==> src/rtl/uart_tx_arbiter_if.sv <==
// Handshake and transmitter signals between the UART TX arbiter and its neighbours.
// slave = arbiter side, master = sources/sender side.
interface uart_tx_arbiter_if #(
    parameter int unsigned DW = 8
);
    logic          cpu_valid;
    logic [DW-1:0] cpu_data;
    logic          cpu_ready;
    logic          echo_valid;
    logic [DW-1:0] echo_data;
    logic          echo_ready;
    logic [DW-1:0] tx_data;
    logic          tx_start;
    logic          tx_busy;
    logic          grant_id;
    logic          busy;
    logic          tx_err;

    modport slave (
        input  cpu_valid, cpu_data, echo_valid, echo_data, tx_busy,
        output cpu_ready, echo_ready, tx_data, tx_start, grant_id, busy, tx_err
    );

    modport master (
        output cpu_valid, cpu_data, echo_valid, echo_data, tx_busy,
        input  cpu_ready, echo_ready, tx_data, tx_start, grant_id, busy, tx_err
    );
endinterface

==> src/rtl/uart_tx_arbiter.sv <==
// Round-robin arbiter sharing one UART transmitter between the CPU write path and RX echo.
// Each source owns a one-entry holding buffer; the FSM strobes tx_start and follows tx_busy.
module uart_tx_arbiter #(
    parameter int unsigned DW      = 8,
    parameter int unsigned TIMEOUT = 4
) (
    input logic              clk,
    input logic              reset,
    uart_tx_arbiter_if.slave bus
);
    localparam int unsigned CntW = (TIMEOUT > 2) ? $clog2(TIMEOUT) : 1;

    typedef enum logic [1:0] {StIdle, StWaitHi, StWaitLo} state_e;

    state_e                 state_q, state_d;
    logic [1:0]             hold_valid_q, hold_valid_d;
    logic [1:0][DW-1:0]     hold_data_q;
    logic                   last_grant_q, last_grant_d;
    logic                   grant_q, grant_d;
    logic [DW-1:0]          tx_data_q, tx_data_d;
    logic                   tx_start_q, tx_start_d;
    logic                   tx_err_q, tx_err_d;
    logic [CntW-1:0]        cnt_q, cnt_d;
    logic [1:0]             accept;
    logic                   sel;

    // Index 0 is the CPU source, index 1 the echo source.
    assign accept = {bus.echo_valid & ~hold_valid_q[1], bus.cpu_valid & ~hold_valid_q[0]};
    assign sel    = (&hold_valid_q) ? ~last_grant_q : hold_valid_q[1];

    assign bus.cpu_ready  = ~hold_valid_q[0];
    assign bus.echo_ready = ~hold_valid_q[1];
    assign bus.tx_data    = tx_data_q;
    assign bus.tx_start   = tx_start_q;
    assign bus.grant_id   = grant_q;
    assign bus.tx_err     = tx_err_q;
    assign bus.busy       = (state_q != StIdle);

    always_comb begin
        state_d      = state_q;
        hold_valid_d = hold_valid_q | accept;
        last_grant_d = last_grant_q;
        grant_d      = grant_q;
        tx_data_d    = tx_data_q;
        tx_start_d   = 1'b0;
        tx_err_d     = 1'b0;
        cnt_d        = cnt_q;

        unique case (state_q)
            StIdle: begin
                if (|hold_valid_q) begin
                    state_d           = StWaitHi;
                    tx_data_d         = hold_data_q[sel];
                    grant_d           = sel;
                    last_grant_d      = sel;
                    tx_start_d        = 1'b1;
                    hold_valid_d[sel] = 1'b0;
                    cnt_d             = '0;
                end
            end
            StWaitHi: begin
                if (bus.tx_busy) begin
                    state_d = StWaitLo;
                end else if (cnt_q == CntW'(TIMEOUT - 1)) begin
                    // Sender never acknowledged: drop the byte rather than retry.
                    state_d  = StIdle;
                    tx_err_d = 1'b1;
                end else begin
                    cnt_d = cnt_q + CntW'(1);
                end
            end
            StWaitLo: begin
                if (!bus.tx_busy) begin
                    state_d = StIdle;
                end
            end
            default: state_d = StIdle;
        endcase
    end

    always_ff @(posedge clk or posedge reset) begin
        if (reset) begin
            state_q      <= StIdle;
            hold_valid_q <= '0;
            hold_data_q  <= '0;
            last_grant_q <= 1'b1;
            grant_q      <= 1'b0;
            tx_data_q    <= '0;
            tx_start_q   <= 1'b0;
            tx_err_q     <= 1'b0;
            cnt_q        <= '0;
        end else begin
            state_q      <= state_d;
            hold_valid_q <= hold_valid_d;
            last_grant_q <= last_grant_d;
            grant_q      <= grant_d;
            tx_data_q    <= tx_data_d;
            tx_start_q   <= tx_start_d;
            tx_err_q     <= tx_err_d;
            cnt_q        <= cnt_d;
            if (accept[0]) hold_data_q[0] <= bus.cpu_data;
            if (accept[1]) hold_data_q[1] <= bus.echo_data;
        end
    end
endmodule
==> src/flat_wrapper.sv <==
// flat-port wrapper written by rule: the top's interface ports become plain ports
module uart_tx_arbiter_flat 
#(
    parameter int unsigned DW      = 8,
    parameter int unsigned TIMEOUT = 4
)
  (clk, reset, bus_cpu_valid, bus_cpu_data, bus_echo_valid, bus_echo_data, bus_tx_busy, bus_cpu_ready, bus_echo_ready, bus_tx_data, bus_tx_start, bus_grant_id, bus_busy, bus_tx_err);
  uart_tx_arbiter_if #(.DW(DW)) bus_i ();
  input logic clk;
  input logic reset;
  input wire logic [$bits(bus_i.cpu_valid)-1:0] bus_cpu_valid;
  input wire logic [$bits(bus_i.cpu_data)-1:0] bus_cpu_data;
  input wire logic [$bits(bus_i.echo_valid)-1:0] bus_echo_valid;
  input wire logic [$bits(bus_i.echo_data)-1:0] bus_echo_data;
  input wire logic [$bits(bus_i.tx_busy)-1:0] bus_tx_busy;
  output wire logic [$bits(bus_i.cpu_ready)-1:0] bus_cpu_ready;
  output wire logic [$bits(bus_i.echo_ready)-1:0] bus_echo_ready;
  output wire logic [$bits(bus_i.tx_data)-1:0] bus_tx_data;
  output wire logic [$bits(bus_i.tx_start)-1:0] bus_tx_start;
  output wire logic [$bits(bus_i.grant_id)-1:0] bus_grant_id;
  output wire logic [$bits(bus_i.busy)-1:0] bus_busy;
  output wire logic [$bits(bus_i.tx_err)-1:0] bus_tx_err;
  assign bus_i.cpu_valid = bus_cpu_valid;
  assign bus_i.cpu_data = bus_cpu_data;
  assign bus_i.echo_valid = bus_echo_valid;
  assign bus_i.echo_data = bus_echo_data;
  assign bus_i.tx_busy = bus_tx_busy;
  assign bus_cpu_ready = bus_i.cpu_ready;
  assign bus_echo_ready = bus_i.echo_ready;
  assign bus_tx_data = bus_i.tx_data;
  assign bus_tx_start = bus_i.tx_start;
  assign bus_grant_id = bus_i.grant_id;
  assign bus_busy = bus_i.busy;
  assign bus_tx_err = bus_i.tx_err;
  uart_tx_arbiter #(.DW(DW), .TIMEOUT(TIMEOUT)) u_core (.clk(clk), .reset(reset), .bus(bus_i));
endmodule
==> config.mk <==
export PLATFORM = sky130hd
export DESIGN_NAME = uart_tx_arbiter_flat
export DESIGN_NICKNAME = d
export VERILOG_FILES = /design/src/rtl/uart_tx_arbiter_if.sv /design/src/rtl/uart_tx_arbiter.sv /design/src/flat_wrapper.sv
export SDC_FILE = /design/constraint.sdc
export NUM_CORES = 1
export LEC_CHECK = 0
export CELL_PAD_IN_SITES_DETAIL_PLACEMENT = 0
export CELL_PAD_IN_SITES_GLOBAL_PLACEMENT = 1
export CORE_AREA = 2 2 63 65
export DETAILED_ROUTE_END_ITERATION = 6
export DIE_AREA = 0 0 65 67
export HOLD_SLACK_MARGIN = 0.15
export PLACE_DENSITY = 0.85
export SYNTH_ARGS = -nofsm -noshare
export SYNTH_HDL_FRONTEND = slang
export SYNTH_SLANG_ARGS = --single-unit
export TNS_END_PERCENT = 20
==> constraint.sdc <==
create_clock -name clk -period 3.45 [get_ports clk]
set_clock_uncertainty 0.15 [all_clocks]
set_input_delay 0.5175 -clock clk [delete_from_list [all_inputs] [get_ports clk]]
set_output_delay 0.5175 -clock clk [all_outputs]
set_load 0.01 [all_outputs]
==> metrics <==
outcome completed; worst r2r dst u_core.hold_data_q[3]; CTS buffer count 5; number of flops mapped to enable cells by yosys 0; worst setup path start u_core.state_q[1]; Post-DRT Antenna Nets 0; crit path max fanout 13; Final GP Congestion between 0.7 and 0.8; syn nets 140; slew margin rel. 0.4032; cell depth of the worst flop-to-flop path 2; vias in the first global route 1046; Port Buffer Count 34; DP Wirelength between 1500 and 2000 um; Synth Area in Simple Gates 0.09309; num ports 35; pre-CTS WS 1033 ps; Fillers about 330; drt initial violations 49; GRT overflow 0; number of post-CTS setup repair buffers 0; CTS H-tree lvls 2; mapped cell area 1411 sq um; Util after Layout 0.5239; sequential power share 0.416; CTS tree done; WHS about 330 ps; routed len/inst approximately 14 um; row count 22; synthesized flop and latch total 34; via count 1000; final setup violation count 0; core area 3606 sq um; drt total wl 2783 um; worst path cell trace nor2_1 -> buf_4 -> inv_1 -> clkdlybuf4s50_1; peak supply drop around 0.00029 V; Hold Path Stages 1; main combinational cell family by area after synthesis multiplexers; worst r2r src u_core.hold_valid_q[0]; aggregate negative setup slack 0 ps; Max-Cap Viols 0; data required time of the critical path 2780 ps; die area 4355 sq um; Synth Flop Type dfrtp_1; CP Launch Type register; Worst setup EP type output port; cell-internal power 1.135 mW; Combinational Power Share 0.410; worst reg2reg setup slack 1600 ps; clk_lat worst skew 300 ps; Yosys cell types 26; Syn-to-layout area delta 33.87%; clock sink count 34; Net Switching 618.1 uW; first-pass GRT wire length 4809 um; Post-CTS Hold Buffers 0; switch share 0.3525; Data arrival, critical path 1710 ps; Tcrit/Tclk final 0.6882; multiplexer share of the synthesized area 0.1348; largest net degree at the start of global routing 35; Cells after DPL roughly 200; clock share of power 0.174; Final nets 177; Power Dens Cells 928.1 nW/um^2; area of the multi-input gates 508.0 sq um; ant diodes 0; clk root buf clkbuf_8; GRT Util Overall 0.1585; Final Worst Setup Slack 1076 ps; synth warn 0; maximum clock path buffer count 2; antenna violations before repair 0; post-synthesis compound-gate area fraction 0.1170; Worst Tran Pin Value 893.4 ps; chip width about 65 um; CP peak stage delay 570 ps; Adder-Cell Fraction of Synth Area 0.008865; Crit-path slowest cell clkdlybuf4s50_1; Clock transition at path regs approximately 70 ps; 1st-pass router iterations 2; Mapped Cells approximately 120; sequential cell area between 800 and 900 sq um; share of cells above drive strength 1 0.08974; Setup CP Type reg2out; unrepaired setup endpoints after global routing no; Die Height 67 um; vias per cell 4.902; Synth Area in XOR/XNOR 0.006206; Lkg Pwr 0.8138 nW; post_cts resized 0; fin cells 204; drc violations 0; Async S/R FF share, synth 1.000; Initial Utilization 0.3914; fmax 0.4212 GHz; hold endpoint u_core.cnt_q[0]; post-synthesis sequential area ratio 0.6037; Max Slew Vio Count 0; Synth Area per Inst around 12 sq um; Worst Hold Launch u_core.cnt_q[0]; Final min period 2374 ps; min-delay worst type reg2reg; final hold violation count 0
==> layout make-up <==
class | count | area share
Sequential cell | 34 | 0.4510
Timing Repair Buffer | 36 | 0.1881
Clock buffer | 7 | 0.04570
Tap cell | 48 | 0.03179
Inverter | 6 | 0.01192
Multi-Input combinational cell | 72 | 0.2689
Clock inverter | 1 | 0.002649
==> cells in the mapped netlist (all sizes together) (2+ instances only) <==
cell,n,area share
o21ai,4,0.017
inv,6,0.016
a31oi,9,0.040
nor2b,2,0.0089
buf,5,0.018
dfrtp,33,0.59
a21oi,10,0.035
mux2,16,0.13
nor2,4,0.016
nand2,16,0.043
==> power by group through the flow <==
stage	Combinational (mW)	Clock [mW]	Sequential [mW]
CTS	0.734	0.309	0.732
floorplan	0.455	0	0.726
global route	0.811	0.330	0.758
detailed placement	0.732	0	0.739
finish	0.719	0.304	0.730
global placement	0.715	0	0.726
==> metrics by stage <==
stage                     area [sq um]  power [mW]
final                             1889       1.754
after global routing              1889       1.900
after CTS                         1889       1.775
after detailed placement          1798       1.471
after global placement            1798       1.441
after floorplan                   1411       1.181
==> flip-flops by register name (all words and copies together) (netlist names) <==
signal               flops
u_core.bus.grant_id      1
u_core.hold_data_q      16
u_core.cnt_q             2
u_core.bus.tx_data       8
u_core.state_q           2
u_core.last_grant_q      1
u_core.hold_valid_q      2
u_core.bus.tx_err        1
u_core.bus.tx_start      1
==> routing by layer <==
metal,up-vias,share of wire,GRT usage
met5,-,0,0
met3,8,0.050,0.04054
met1,484,0.43,0.1810
met2,24,0.48,0.2448
li1,484,-,-
met4,0,0.042,0.1410
==> how the worst max path moves through the flow <==
stage | cells after the start | slack (ps) | endpoint
finish | 4 | 1080 | bus_busy
global route | 4 | 980 | bus_busy
CTS | 4 | 1070 | bus_busy
detailed placement | 3 | 1030 | u_core.hold_data_q[0]
global placement | 3 | 1060 | u_core.hold_data_q[7]
floorplan | 4 | 1910 | u_core.cnt_q[1]
==> kinds of logic (layout without fill, tap and decap cells) <==
| logic type | count (synthesis) | after routing |
|---|---|---|
| buffers and inverters | 12 | 50 |
| XOR/XNOR | 1 | 1 |
| flip-flops | 34 | 34 |
| AND/OR/NAND/NOR | 26 | 26 |
| multiplexers | 17 | 17 |
| AO/OA/AOI/OAI | 27 | 27 |
| adder cells (fa/ha/maj) | 1 | 1 |
==> worst max-delay path: cells and delay by family (launching register included) <==
kind	cells	cell delay, ps
buf+inv	3	930
simple gates	1	70
flops	1	410
==> cells in the final DEF (no fill, tap or decap), types with 2 or more instances in the layout <==
cell             count
nand2_1             16
nor2_1               3
o21ai_0              2
inv_1                6
clkbuf_8             6
a21oi_1             10
buf_4                2
mux2_1              16
clkdlybuf4s50_1     34
a31oi_1              9
dfrtp_1             33
nor2b_1              2
Power figures use the tool's default switching activity.
